## config.mk

```make
export PLATFORM = sky130hd
export DESIGN_NAME = l2_input_arbiter_param
export DESIGN_NICKNAME = d
export VERILOG_FILES = /design/src/rtl/l2_input_arbiter_param.sv
export SDC_FILE = /design/constraint.sdc
export NUM_CORES = 1
export LEC_CHECK = 0
export CAP_MARGIN = 40
export CORE_MARGIN = 2
export CORE_UTILIZATION = 39
export CTS_CLUSTER_SIZE = 12
export DETAILED_ROUTE_END_ITERATION = 10
export HOLD_SLACK_MARGIN = 0.12
export PLACE_DENSITY = 0.87
export SLEW_MARGIN = 10
export SYNTH_ARGS = -nofsm -noshare
export SYNTH_HDL_FRONTEND = slang
export SYNTH_SLANG_ARGS = --single-unit
```

## constraint.sdc

```tcl
create_clock -name clk -period 3.9 [get_ports clk]
set_input_delay 0.78 -clock clk [delete_from_list [all_inputs] [get_ports clk]]
set_output_delay 0.78 -clock clk [all_outputs]
set_load 0.05 [all_outputs]
```

## src/rtl/l2_input_arbiter_param.sv

```systemverilog
// l2_input_arbiter_param
//   Parametrised L2 input arbiter. Each decode slot it picks one of NUM_CH
//   requesting channels (fence, rsp, fwd, cpu_req, internal replays, ...).
//   The winner is registered together with its address split into
//   tag/set/word-offset/byte-offset for the L2 pipeline.
//   Selection supports fixed priority (index 0 highest) or round-robin.
//   Per-channel aging counters promote a channel that keeps losing.
//   A held internal request on a channel takes precedence over that
//   channel's external valid.
//
// Ports
//   clk, rst           clock, synchronous active-high reset
//   decode_en          pipeline accepts a decode this cycle
//   mode_rr            0 = fixed priority, 1 = round-robin
//   ch_valid           external request per channel
//   ch_internal        held internal (replay) request per channel
//   ch_eligible        external gating per channel
//   ch_addr            packed byte addresses, channel i at [i*ADDR_W +: ADDR_W]
//   ch_ready           comb: external request of the winner accepted
//   ch_take_internal   comb: internal request of the winner consumed
//   grant_next         comb: one-hot winner (or zero)
//   grant, grant_id, grant_valid, starved     registered grant state
//   line_addr, tag, set, w_off, b_off         registered winner address fields

module l2_input_arbiter_param #(
  parameter int NUM_CH       = 4,
  parameter int ADDR_W       = 32,
  parameter int B_OFF_BITS   = 2,
  parameter int W_OFF_BITS   = 2,
  parameter int SET_BITS     = 8,
  parameter int STARVE_LIMIT = 7,
  parameter int CNT_W        = $clog2(STARVE_LIMIT + 1)
) (
  input  logic                                                 clk,
  input  logic                                                 rst,
  input  logic                                                 decode_en,
  input  logic                                                 mode_rr,
  input  logic [NUM_CH-1:0]                                    ch_valid,
  input  logic [NUM_CH-1:0]                                    ch_internal,
  input  logic [NUM_CH-1:0]                                    ch_eligible,
  input  logic [NUM_CH*ADDR_W-1:0]                             ch_addr,
  output logic [NUM_CH-1:0]                                    ch_ready,
  output logic [NUM_CH-1:0]                                    ch_take_internal,
  output logic [NUM_CH-1:0]                                    grant_next,
  output logic [NUM_CH-1:0]                                    grant,
  output logic [$clog2(NUM_CH)-1:0]                            grant_id,
  output logic                                                 grant_valid,
  output logic [NUM_CH-1:0]                                    starved,
  output logic [ADDR_W-B_OFF_BITS-W_OFF_BITS-1:0]              line_addr,
  output logic [ADDR_W-B_OFF_BITS-W_OFF_BITS-SET_BITS-1:0]     tag,
  output logic [SET_BITS-1:0]                                  set,
  output logic [W_OFF_BITS-1:0]                                w_off,
  output logic [B_OFF_BITS-1:0]                                b_off
);

  localparam int IDX_W  = $clog2(NUM_CH);
  localparam int LINE_W = ADDR_W - B_OFF_BITS - W_OFF_BITS;
  localparam int TAG_W  = LINE_W - SET_BITS;
  localparam int LOW_W  = B_OFF_BITS + W_OFF_BITS;
  localparam logic [CNT_W-1:0] LIMIT = CNT_W'(STARVE_LIMIT);

  logic [NUM_CH-1:0]             req;
  logic [NUM_CH-1:0]             starve_hit;
  logic [NUM_CH-1:0]             rot;
  logic [NUM_CH-1:0][CNT_W-1:0]  cnt_q;
  logic [NUM_CH-1:0][CNT_W-1:0]  cnt_nxt;
  logic [IDX_W-1:0]              rr_ptr;
  logic [IDX_W-1:0]              rr_nxt;
  logic [IDX_W-1:0]              win_idx;
  logic [IDX_W:0]                rr_sum;
  logic                          win_found;
  logic [ADDR_W-1:0]             win_addr;

  // decode_en folds into the request so every combinational output is
  // naturally zero when the pipeline is not accepting.
  always_comb begin
    req = (ch_valid | ch_internal) & ch_eligible & {NUM_CH{decode_en}};
  end

  always_comb begin
    starve_hit = '0;
    for (int i = 0; i < NUM_CH; i++) begin
      starve_hit[i] = req[i] && (cnt_q[i] == LIMIT);
    end
  end

  // Winner selection. Loops run from the top index down so the last hit
  // assigned is the lowest index (or the nearest to rr_ptr in RR mode).
  always_comb begin
    win_found = 1'b0;
    win_idx   = '0;
    rr_sum    = '0;
    // Rotate the request vector so bit k corresponds to channel rr_ptr+k.
    rot       = NUM_CH'({req, req} >> rr_ptr);

    for (int i = NUM_CH - 1; i >= 0; i--) begin
      if (starve_hit[i]) begin
        win_found = 1'b1;
        win_idx   = IDX_W'(i);
      end
    end

    if (!win_found) begin
      if (!mode_rr) begin
        for (int i = NUM_CH - 1; i >= 0; i--) begin
          if (req[i]) begin
            win_found = 1'b1;
            win_idx   = IDX_W'(i);
          end
        end
      end else begin
        for (int k = NUM_CH - 1; k >= 0; k--) begin
          if (rot[k]) begin
            win_found = 1'b1;
            rr_sum    = {1'b0, rr_ptr} + (IDX_W+1)'(k);
            if (rr_sum >= (IDX_W+1)'(NUM_CH)) begin
              rr_sum = rr_sum - (IDX_W+1)'(NUM_CH);
            end
            win_idx = rr_sum[IDX_W-1:0];
          end
        end
      end
    end
  end

  // Decode the winner into one-hot grant, handshake pulses and its address.
  // An internal replay on the winning channel is consumed in preference to
  // the external request, which then retries on a later slot.
  always_comb begin
    grant_next       = '0;
    ch_ready         = '0;
    ch_take_internal = '0;
    win_addr         = '0;
    for (int i = 0; i < NUM_CH; i++) begin
      if (win_found && (win_idx == IDX_W'(i))) begin
        grant_next[i] = 1'b1;
        win_addr      = ch_addr[i*ADDR_W +: ADDR_W];
        if (ch_internal[i]) begin
          ch_take_internal[i] = 1'b1;
        end else begin
          ch_ready[i] = 1'b1;
        end
      end
    end
  end

  // Aging: clear when granted or not requesting, otherwise count up and
  // saturate at the limit. Holds while decode is disabled.
  always_comb begin
    cnt_nxt = cnt_q;
    if (decode_en) begin
      for (int i = 0; i < NUM_CH; i++) begin
        if (grant_next[i] || !req[i]) begin
          cnt_nxt[i] = '0;
        end else if (cnt_q[i] != LIMIT) begin
          cnt_nxt[i] = cnt_q[i] + CNT_W'(1);
        end
      end
    end
  end

  always_comb begin
    if (win_idx == IDX_W'(NUM_CH - 1)) begin
      rr_nxt = '0;
    end else begin
      rr_nxt = win_idx + IDX_W'(1);
    end
  end

  always_ff @(posedge clk) begin
    if (rst) begin
      grant       <= '0;
      grant_id    <= '0;
      grant_valid <= 1'b0;
      starved     <= '0;
      line_addr   <= '0;
      tag         <= '0;
      set         <= '0;
      w_off       <= '0;
      b_off       <= '0;
      rr_ptr      <= '0;
      cnt_q       <= '0;
    end else if (decode_en) begin
      grant       <= grant_next;
      grant_id    <= win_idx;
      grant_valid <= win_found;
      cnt_q       <= cnt_nxt;
      for (int i = 0; i < NUM_CH; i++) begin
        starved[i] <= (cnt_nxt[i] == LIMIT);
      end
      // The pointer only advances on an RR grant; fixed mode leaves it be so
      // a later switch back to RR resumes where it left off.
      if (mode_rr && win_found) begin
        rr_ptr <= rr_nxt;
      end
      // win_addr is zero when there is no winner, clearing the fields.
      line_addr <= win_addr[ADDR_W-1:LOW_W];
      tag       <= win_addr[ADDR_W-1:ADDR_W-TAG_W];
      set       <= win_addr[LOW_W +: SET_BITS];
      w_off     <= win_addr[B_OFF_BITS +: W_OFF_BITS];
      b_off     <= win_addr[B_OFF_BITS-1:0];
    end
  end

endmodule

```

==> impl_metrics.ini, run 1 <==
[clock_tree]
cts_tree = built
hold_buffers = 0
h-tree-depth = 3
insertion_delay_ns = 0.32
clockRootBuffer = clkbuf_8
numClockSinks = 57
clk_pin_slew_ns = 0.06
cts.path.max_buffers = 2
numCtsBuffers = 9

[yosys]
synthAdderAreaFrac = 0.0252
synth_edf_count = 0
synth_mux_area_frac = 0
synth_cell_types = 42
ys_ff_latch = 57
yosysSeqAreaShare = 0.287
synthXorXnorAreaFrac = 0.00660
synth_area_mm2 = 0.00398
syn_nets = 677
synth_compound_gate_area_share = 0.310
synthCells = 525
synth_top_family_by_area = compound AO/OA/AOI/OAI gates
synth_area_per_cell_um2 = 7.58
synthSimpleGateAreaFrac = 0.273
synth_ff_type = dfxtp_1
synthArstFlopShare = 0
yosysWarnings = 0

[placement]
io_buffers = 226
routabilityCongestion = 0.859
dpl.hpwl_um = 11700
dp_slack_ns = -0.246
placed_cells = 852

[global_routing]
use_met2 = 0.478
gr-usage-all-layers = 0.270
grt_max_degree = 45
grt_util_met3 = 0.0405
use_met1 = 0.324
grt_pass1_wl_um = 24100
antenna_found_initial = 0
overflow = 0
first_global_vias = 4838
grt.busiest_layer = met2

[power]
power.density_mw_per_mm2 = 355
ir_worst_vdd_mv = 0.205
leakage_nw = 2.67

[routing]
num_vias = 4778
drt_wl_total_um = 15600
drc_errors = 0
drtIter0Drc = 304
detail-route-antenna-nets = 0
vias_per_cell = 5.48
firstDrtPassIters = 5
wire_per_inst_um = 17.9

[setup_path]
cp.arrival_ns = 3.11
critPathCaptureType = primary output
cp_num_buf_inv = 3
critPathTopFamily = compound AO/OA/AOI/OAI gates
required_ns = 3.12
crit_chain = clkdlybuf4s50_1, o211ai_2, o22ai_2, or3b_4, o21bai_2, buf_4, o21a_4, ha_2, and3_4, buf_12
critical_path_peak_fanout = 3
slowest_stage = clkdlybuf4s50_1
slowest_delay_ns = 0.45
cp-start-kind = input pin
critPathKind = in2out

[floorplanning]
die_w_um = 105
die_y_um = 105
core.rowCount = 36
die_area_mm2 = 0.0110
initial_core_util = 0.405
io_pins = 227
design.core.area_mm2 = 0.00982

[sta]
min_period_ns = 3.89
tightest_slew_ns = 0.624
rsz0062_at_grt = true
hold_viol = 0
fin_crit_sh = 0.999
fin_ws_ns = 0.00510
hold_ws_ns = 0.467
setup_violations = 0
max_freq_mhz = 257
slew_headroom = 0.583
fin_worst_skew_ns = 0.0104
slew_violations = 0

[outcome]
status = completed

[cells_and_area]
area_growth_pct = 71.9
layout.nets = 888
nFillCells = 799
drive_above_1_share = 0.135
num_antenna_cells = 0
layout.cells.non_filler = 872

[job]
maxCapViolCount = 0

[min_path]
worstHoldPathType = reg2reg
==> logic make-up after synthesis <==
group | Yosys count
flops | 57
xor+xnor | 3
simple gates | 210
fa+ha+maj | 8
compound gates | 171
buf+inv | 76
==> registers in the layout, indices dropped and copies added (netlist names) <==
signal,flops
starved,4
b_off,2
line_addr,28
grant,4
rr_ptr,2
grant_id,2
cnt_q,12
w_off,2
grant_valid,1
==> repair_timing <==
action / CTS / global route
endpoints found under the setup margin: 12 / 12
endpoints found under the hold margin: 0 / 0
buffers inserted: 1 / 5
pin swaps: 6 / 9
resized for setup: 7 / 23
==> worst paths after layout <==
kind | slack, ns | endpoint | start | cells past startpoint
setup / recovery | 0.005 | ch_take_internal[3] | ch_valid[0] | 10
hold / removal | 0.47 | b_off[1] | b_off[1] | 2
setup reg to reg | 0.72 | w_off[0] | cnt_q[0] | 14
hold reg to reg | 0.47 | b_off[1] | b_off[1] | 2
==> cell type report <==
type | count | area [µm²] | area share
Sequential cell | 57 | 1140 | 0.167
Tap cell | 133 | 166 | 0.0243
Clock inverter | 3 | 65.1 | 0.00951
Multi-Input combinational cell | 392 | 2560 | 0.374
Inverter | 6 | 26.3 | 0.00384
Clock buffer | 11 | 151 | 0.0221
Timing Repair Buffer | 270 | 2730 | 0.399
==> worst reg2reg max path, cell delays in order, from the launching register on <==
cell	delay [ns]
dfxtp_1	0.36
ha_1	0.28
nand2_1	0.18
o22ai_2	0.12
or3b_4	0.38
o21bai_2	0.21
buf_4	0.15
o21a_4	0.20
ha_4	0.18
buf_4	0.24
and3b_1	0.27
a211oi_1	0.05
o31ai_1	0.29
a22oi_1	0.11
nor2_1	0.10
==> stage by stage <==
stage / power, mW / TNS (ns) / instance area [µm²] / utilization
2_1_floorplan: 1.39 / -0.00996 / 4000 / -
3_3_place_gp: 1.78 / -0.932 / 6460 / 0.658
3_5_place_dp: 1.81 / -5.17 / 6480 / 0.660
4_1_cts: 2.43 / -0.0452 / 6720 / 0.684
5_1_grt: 2.53 / -0.211 / 6840 / 0.696
6_report: 2.43 / 0 / 6840 / 0.696
==> synthesized netlist by cell type, types with 2 or more instances <==
| cell type | number | area [µm²] |
|---|---|---|
| ha_1 | 8 | 100 |
| o21ai_0 | 11 | 55.1 |
| nor2_1 | 55 | 206 |
| o211ai_2 | 3 | 37.5 |
| nand2_1 | 65 | 244 |
| nand2b_1 | 8 | 50.1 |
| a21oi_1 | 28 | 140 |
| buf_4 | 28 | 210 |
| nor3b_1 | 3 | 22.5 |
| a21o_1 | 4 | 30.0 |
| xor2_1 | 3 | 26.3 |
| and3_1 | 4 | 25.0 |
| a211oi_1 | 34 | 255 |
| o211a_1 | 4 | 40.0 |
| nor2b_1 | 32 | 200 |
| nand4_1 | 4 | 25.0 |
| buf_1 | 2 | 7.51 |
| a22oi_1 | 32 | 240 |
| and3b_1 | 29 | 254 |
| clkbuf_1 | 39 | 146 |
| dfxtp_1 | 57 | 1140 |
| o22ai_1 | 4 | 25.0 |
| o211ai_1 | 9 | 67.6 |
| nand3_1 | 3 | 15.0 |
| nor3_1 | 4 | 20.0 |
| a32oi_1 | 4 | 35.0 |
| inv_1 | 5 | 18.8 |
| o31ai_1 | 29 | 218 |
==> cell usage in the layout (no fill, tap or decap), types with 29 or more instances in the layout <==
cell type	count
a211oi_1	33
a22oi_1	32
and3b_1	29
buf_4	43
clkdlybuf4s50_1	206
dfxtp_1	57
nand2_1	62
nor2_1	50
nor2b_1	32
o31ai_1	29
==> layer usage <==
metal | vias to the layer above | share of wire
met5 | - | 0
met4 | 0 | 0.024
met3 | 24 | 0.060
met2 | 208 | 0.51
met1 | 2243 | 0.41
li1 | 2303 | -
==> report_power, final <==
| group | leakage (nW) | switching (mW) | internal [mW] |
|---|---|---|---|
| registers | 0.466 | 0.0466 | 0.634 |
| logic | 2.10 | 0.650 | 0.488 |
| clock network | 0.111 | 0.224 | 0.387 |
| total | 2.67 | 0.920 | 1.51 |
No activity file was read; power rests on OpenSTA's default activity.
==> run 2, diff against run 1 <==
Settings changed: CTS_CLUSTER_DIAMETER from default to 80, CTS_CLUSTER_SIZE 12 to default.
==> results of run 2 <==
The final DEF is identical to that of run 1; final timing and power are the same.
==> run 3, diff against run 2 <==
Settings changed: ABC_CLOCK_PERIOD_IN_PS from default to 3900.
==> results of run 3 <==
The final DEF is identical to that of run 1; final timing and power are the same.
